File: src/rtl/fx_dot_accum.sv
// Streaming fixed-point accumulator: sums each group of signed products into one
// saturated dot-product term, presented through a single-entry output register.
module fx_dot_accum #(
   parameter int WIDTH     = 32,
   parameter int QFRAC     = 16,
   parameter int MAX_TERMS = 16,
   parameter int GUARD     = 8,
   parameter int CNT_W     = $clog2(MAX_TERMS + 1)
) (
   input  logic             clk,
   input  logic             rst,
   input  logic             in_valid,
   output logic             in_ready,
   input  logic [WIDTH-1:0] in_data,
   input  logic             in_last,
   output logic             out_valid,
   input  logic             out_ready,
   output logic [WIDTH-1:0] out_data,
   output logic [CNT_W-1:0] out_count,
   output logic             out_sat,
   output logic             out_err
);
   localparam int ACC_W = WIDTH + GUARD;
   localparam logic [CNT_W-1:0] MAX_CNT = CNT_W'(MAX_TERMS);

   // The guard bits must hold MAX_TERMS full-scale products without wrapping.
   generate
      if (GUARD < $clog2(MAX_TERMS) || QFRAC >= WIDTH) begin : g_bad_params
         $error("fx_dot_accum: GUARD too small for MAX_TERMS or QFRAC >= WIDTH");
      end
   endgenerate

   logic [ACC_W-1:0] r_acc;
   logic [CNT_W-1:0] r_cnt;
   logic             r_out_valid;
   logic [WIDTH-1:0] r_out_data;
   logic [CNT_W-1:0] r_out_count;
   logic             r_out_sat;
   logic             r_out_err;

   logic             w_accept;
   logic             w_xfer;
   logic [ACC_W-1:0] w_sum_next;
   logic [CNT_W-1:0] w_cnt_next;
   logic             w_close;
   logic [GUARD:0]   w_sum_hi;
   logic             w_sat;
   logic [WIDTH-1:0] w_clamped;

   assign in_ready   = !r_out_valid || out_ready;
   assign w_accept   = in_valid && in_ready;
   assign w_xfer     = r_out_valid && out_ready;
   assign w_sum_next = r_acc + {{GUARD{in_data[WIDTH-1]}}, in_data};
   assign w_cnt_next = r_cnt + 1'b1;
   assign w_close    = in_last || (w_cnt_next == MAX_CNT);

   // The sum fits WIDTH bits only when all bits above the WIDTH sign bit agree with it.
   assign w_sum_hi  = w_sum_next[ACC_W-1:WIDTH-1];
   assign w_sat     = !((&w_sum_hi) || !(|w_sum_hi));
   assign w_clamped = !w_sat ? w_sum_next[WIDTH-1:0] :
                      w_sum_next[ACC_W-1] ? {1'b1, {(WIDTH-1){1'b0}}} :
                                            {1'b0, {(WIDTH-1){1'b1}}};

   always_ff @(posedge clk or posedge rst) begin
      if (rst) begin
         r_acc       <= '0;
         r_cnt       <= '0;
         r_out_valid <= 1'b0;
         r_out_data  <= '0;
         r_out_count <= '0;
         r_out_sat   <= 1'b0;
         r_out_err   <= 1'b0;
      end else begin
         if (w_xfer) begin
            r_out_valid <= 1'b0;
         end
         if (w_accept) begin
            if (w_close) begin
               r_out_valid <= 1'b1;
               r_out_data  <= w_clamped;
               r_out_count <= w_cnt_next;
               r_out_sat   <= w_sat;
               r_out_err   <= !in_last;
               r_acc       <= '0;
               r_cnt       <= '0;
            end else begin
               r_acc <= w_sum_next;
               r_cnt <= w_cnt_next;
            end
         end
      end
   end

   assign out_valid = r_out_valid;
   assign out_data  = r_out_data;
   assign out_count = r_out_count;
   assign out_sat   = r_out_sat;
   assign out_err   = r_out_err;
endmodule

File: config.mk
export PLATFORM = sky130hd
export DESIGN_NAME = fx_dot_accum
export DESIGN_NICKNAME = d
export VERILOG_FILES = /design/src/rtl/fx_dot_accum.sv
export SDC_FILE = /design/constraint.sdc
export NUM_CORES = 1
export LEC_CHECK = 0
export BUFFER_PORTS_ARGS = -buffer_cell sky130_fd_sc_hd__buf_2
export CAP_MARGIN = 40
export CORE_MARGIN = 2
export CORE_UTILIZATION = 53
export DETAILED_ROUTE_END_ITERATION = 16
export GPL_TIMING_DRIVEN = 1
export PLACE_DENSITY = 0.77
export REMOVE_ABC_BUFFERS = 1
export SYNTH_ARGS = -nofsm -noshare
export SYNTH_HDL_FRONTEND = slang
export SYNTH_SLANG_ARGS = --single-unit
File: constraint.sdc
create_clock -name clk -period 3.39 [get_ports clk]
set_input_delay 0.678 -clock clk [delete_from_list [all_inputs] [get_ports clk]]
set_output_delay 0.678 -clock clk [all_outputs]
set_load 0.05 [all_outputs]
==> impl_summary.txt <==
----------------------------------------------------
[Outcome]
  Status ... complete, but fails checks
  Violations in the final reports ... setup timing

[Logic synthesis]
  Synthesized instance count ... 654
  Primary FF master, synth ... sky130_fd_sc_hd__dfrtp_1
  Sequential area share after synthesis ... 35.4%
  Cell types occupying the most area after synthesis ... sky130_fd_sc_hd__dfrtp_1, sky130_fd_sc_hd__ha_1, sky130_fd_sc_hd__o22ai_2
  Flops & latches, synth ... 85
  Mean instance size in the synthesized netlist ... 9.18 sq um
  Unique masters post-synth ... 70
  Mapped cell area ... 6000 sq um
  Syn. warnings ... 0
  Proportion of register bits with asynchronous set or reset after synthesis ... 100%
  Cell taking the most area after synthesis ... sky130_fd_sc_hd__dfrtp_1
  Share of the synthesized area in the top cell type ... 35.4%
  Number of flops mapped to enable cells by yosys ... 0

[STA]
  Total negative slack ... -3.84 ns
  Number of pins exceeding their max-slew limit in the final report ... 0
  Final critical-path share of the clock period ... 105%
  Post-layout minimum cycle time ... 3.56 ns
  Setup repair after global routing missed its margin ... yes
  Max_slew headroom ... 48.5%
  Endpoints failing setup ... 32
  Final worst clock skew ... 0.00723 ns
  Measured slew at the worst slew-check pin ... 0.762 ns
  Maximum achievable frequency ... 0.281 GHz
  Worst-case setup margin in the final layout ... -0.170 ns
  Endpoints failing hold ... 0

[Setup path]
  WP data arrival ... 3.79 ns
  Crit Reg-Reg Endpoint ... out_data[5]
  Startpoint class of the critical path ... primary input
  Setup slack on the worst flop-to-flop path ... -0.16 ns
  Launch point of the worst reg-to-reg path ... r_acc[0]
  Crit Path Max Fanout ... 6
  Crit. End Element ... flop
  Worst path required time ... 3.62 ns
  Length in cells of the worst reg-to-reg path ... 16
  Critical path class ... in2reg

[Placed design]
  Cell count after placement ... 961
  Final RePlAce weighted congestion ... 0.953
  Total cell area at the placement stage ... 7340 sq um
  Placed wire-length estimate after detailed placement ... 13300 um
  Port-buffer cells ... 77

[Global routing]
  Met3 usage in global routing ... 5.82%
  Fraction of met1 tracks used by global routing ... 38.4%
  Via count of the first global-routing pass ... 6198
  Wire length of the first global-routing pass ... 30400 um
  Pin count of the biggest net entering global routing ... 86
  Met2 Usage GRT ... 51.6%
  Number of antenna violations at the first check in global routing ... 0
  Total global routing track utilization ... 30.4%
  Global route hottest layer ... met2
  Global route total overflow ... 0

[Power]
  Ratio of total power to cell area ... 1040 nW/um^2
  Combinational power share ... 67.3%
  Leakage power ... 3.78 nW
  Switching fraction of total power ... 47.4%
  Peak supply drop ... 0.642 mV
  Switching power ... 0.00405 W
  Pwr Total ... 0.00855 W
  Part of the power in the clock network ... 12.2%
  Sequential power share ... 20.5%
  Internal ... 0.00449 W

[Finish]
  Count of antenna diodes in the layout ... 0
  Count of placed standard cells in the final layout, fillers left out ... 993
  Layout Utilization ... 75.5%
  Summed area of non-filler cells in the final layout ... 8260 sq um
  Final #Nets ... 927
  Fraction of final layout cells with drive strength greater than 1 ... 38.8%
  Filler cell count ... 701
  Synth-to-Final Area Change ... 37.6%

[Floorplan]
  Top Ports ... 78
  Height of the die ... 110 um
  Area of the die ... 12200 sq um
  Number of cell rows ... 38
  Starting Density ... 54.9%
  Core Box Area ... 10900 sq um
  Width of the chip ... 110 um

[Detailed routing]
  Per-cell routed wire length ... 19.8 um
  Vias post-DR ... 6176
  Remaining antenna violation count after routing ... 0
  TritonRoute pass-1 iters ... 6
  Drt initial violations ... 565
  Avg Vias per Cell ... 6.22
  DRC ... 0
  Final wirelength ... 19700 um

[Clock tree]
  Clock tree from TritonCTS ... built
  Clk sinks ... 85
  H-tree levels ... 3
  CTS clk-pin slew, worst paths ... 0.07 ns
  Hold bufs inserted after CTS ... 0
  Root cell of the clock tree ... sky130_fd_sc_hd__clkbuf_16
  Latest clock arrival within the worst-skew pair ... 0.35 ns
  Cts bufs inserted ... 9
  Clock buffer depth ... 2

[Worst hold path]
  Worst hold path class ... in2async

[Job]
  Max-Cap Viols ... 0

----------------------------------------------------
==> Yosys cell counts, drive strengths merged, types with 12 or more instances <==
cell    number
a21o        15
a21oi       46
a22o        27
buf         13
clkbuf      19
dfrtp       85
ha          41
nand2       72
nor2        63
nor3        12
o21ai       75
o22ai       32
xnor2       17
xor2        17
==> per-layer routing <==
layer | share of wire [%] | vias up
met4 | 2.3 | 0
met3 | 6.7 | 46
met5 | 0 | -
li1 | - | 2814
met2 | 50 | 286
met1 | 41 | 3030
==> cell usage in the layout, fill, tap and decap left out, types with 10 or more instances in the layout <==
master                      count
sky130_fd_sc_hd__nand2_1       69
sky130_fd_sc_hd__clkbuf_16     10
sky130_fd_sc_hd__o21ai_0       63
sky130_fd_sc_hd__xor2_1        16
sky130_fd_sc_hd__o22ai_2       29
sky130_fd_sc_hd__buf_2         76
sky130_fd_sc_hd__ha_4          13
sky130_fd_sc_hd__xnor2_1       16
sky130_fd_sc_hd__dfrtp_1       85
sky130_fd_sc_hd__o21a_1        10
sky130_fd_sc_hd__nor2_1        60
sky130_fd_sc_hd__buf_4        127
sky130_fd_sc_hd__a21oi_1       40
sky130_fd_sc_hd__a21o_1        15
sky130_fd_sc_hd__ha_1          26
sky130_fd_sc_hd__a22o_1        27
==> cells by family (layout without fill, tap and decap cells) <==
group                    Yosys count  in the layout  share of synthesized area [%]
flip-flops                        85             85                           35.4
AND/OR/NAND/NOR                  190            190                           14.7
buffers and inverters             40            239                           3.94
multiplexers                       2              2                          0.375
adder cells (fa/ha/maj)           42             42                           8.88
XOR/XNOR                          34             34                           4.96
AO/OA/AOI/OAI                    261            261                           31.7
==> critical path, cell delays in order <==
cell and delay [ns]:
sky130_fd_sc_hd__buf_2 0.10, sky130_fd_sc_hd__ha_1 0.32, sky130_fd_sc_hd__o21ai_1 0.33, sky130_fd_sc_hd__nor3_4 0.09, sky130_fd_sc_hd__o21ai_2 0.19, sky130_fd_sc_hd__a311oi_2 0.13
sky130_fd_sc_hd__buf_4 0.16, sky130_fd_sc_hd__or2_1 0.22, sky130_fd_sc_hd__a221o_1 0.40, sky130_fd_sc_hd__buf_4 0.16, sky130_fd_sc_hd__o221ai_2 0.07, sky130_fd_sc_hd__nor4_4 0.08
sky130_fd_sc_hd__buf_4 0.15, sky130_fd_sc_hd__a2bb2oi_4 0.34, sky130_fd_sc_hd__buf_12 0.16, sky130_fd_sc_hd__buf_16 0.11, sky130_fd_sc_hd__o22ai_4 0.06
==> sequential cells by signal, summed over array words and instances (netlist names) <==
register / count
out_err: 1
out_valid: 1
r_acc: 40
out_sat: 1
r_cnt: 5
out_count: 5
out_data: 32
==> per-stage QoR <==
stage | setup WS (ns) | hold slack (ns)
2_1_floorplan | -1.51 | 0.443
3_3_place_gp | -0.590 | 0.456
3_5_place_dp | -0.700 | 0.474
4_1_cts | -0.160 | 0.427
5_1_grt | -0.258 | 0.463
6_report | -0.170 | 0.408
==> power by group through the flow <==
stage,Clock (W),Sequential (W),Combinational (W)
after global placement,0,0.00168,0.00494
after detailed placement,0,0.00171,0.00507
after floorplan,0,0.00232,0.00262
after CTS,0.00106,0.00171,0.00532
after global routing,0.00109,0.00179,0.00612
final,0.00105,0.00175,0.00575
==> cell type report <==
type / count / area (sq um) / area share (%)
multi-input cells: 529 / 4070 / 49.2
flip-flops and latches: 85 / 2130 / 25.8
repair buffers: 215 / 1550 / 18.7
clock buffers: 11 / 253 / 3.06
well taps: 140 / 175 / 2.12
clock inverters: 5 / 57.6 / 0.697
inverters: 8 / 31.3 / 0.379
==> how the worst max path moves through the flow <==
stage | start | endpoint | slack [ns] | depth (start not counted)
2_1_floorplan | out_ready | out_data[10] | -1.51 | 5
3_3_place_gp | in_data[0] | out_sat | -0.59 | 14
3_5_place_dp | in_data[0] | out_sat | -0.70 | 14
4_1_cts | r_acc[0] | out_data[0] | -0.16 | 14
5_1_grt | r_acc[0] | out_data[5] | -0.26 | 16
6_report | in_data[2] | out_data[5] | -0.17 | 17
==> what timing repair did <==
item                                    in CTS  in global routing
buffers inserted                             8                  7
resized for setup                           32                 45
cloned                                       1                  1
endpoints found under the setup margin      32                 34
pin swaps                                   12                 21
Note: power is estimated with default switching activity, not from simulation.
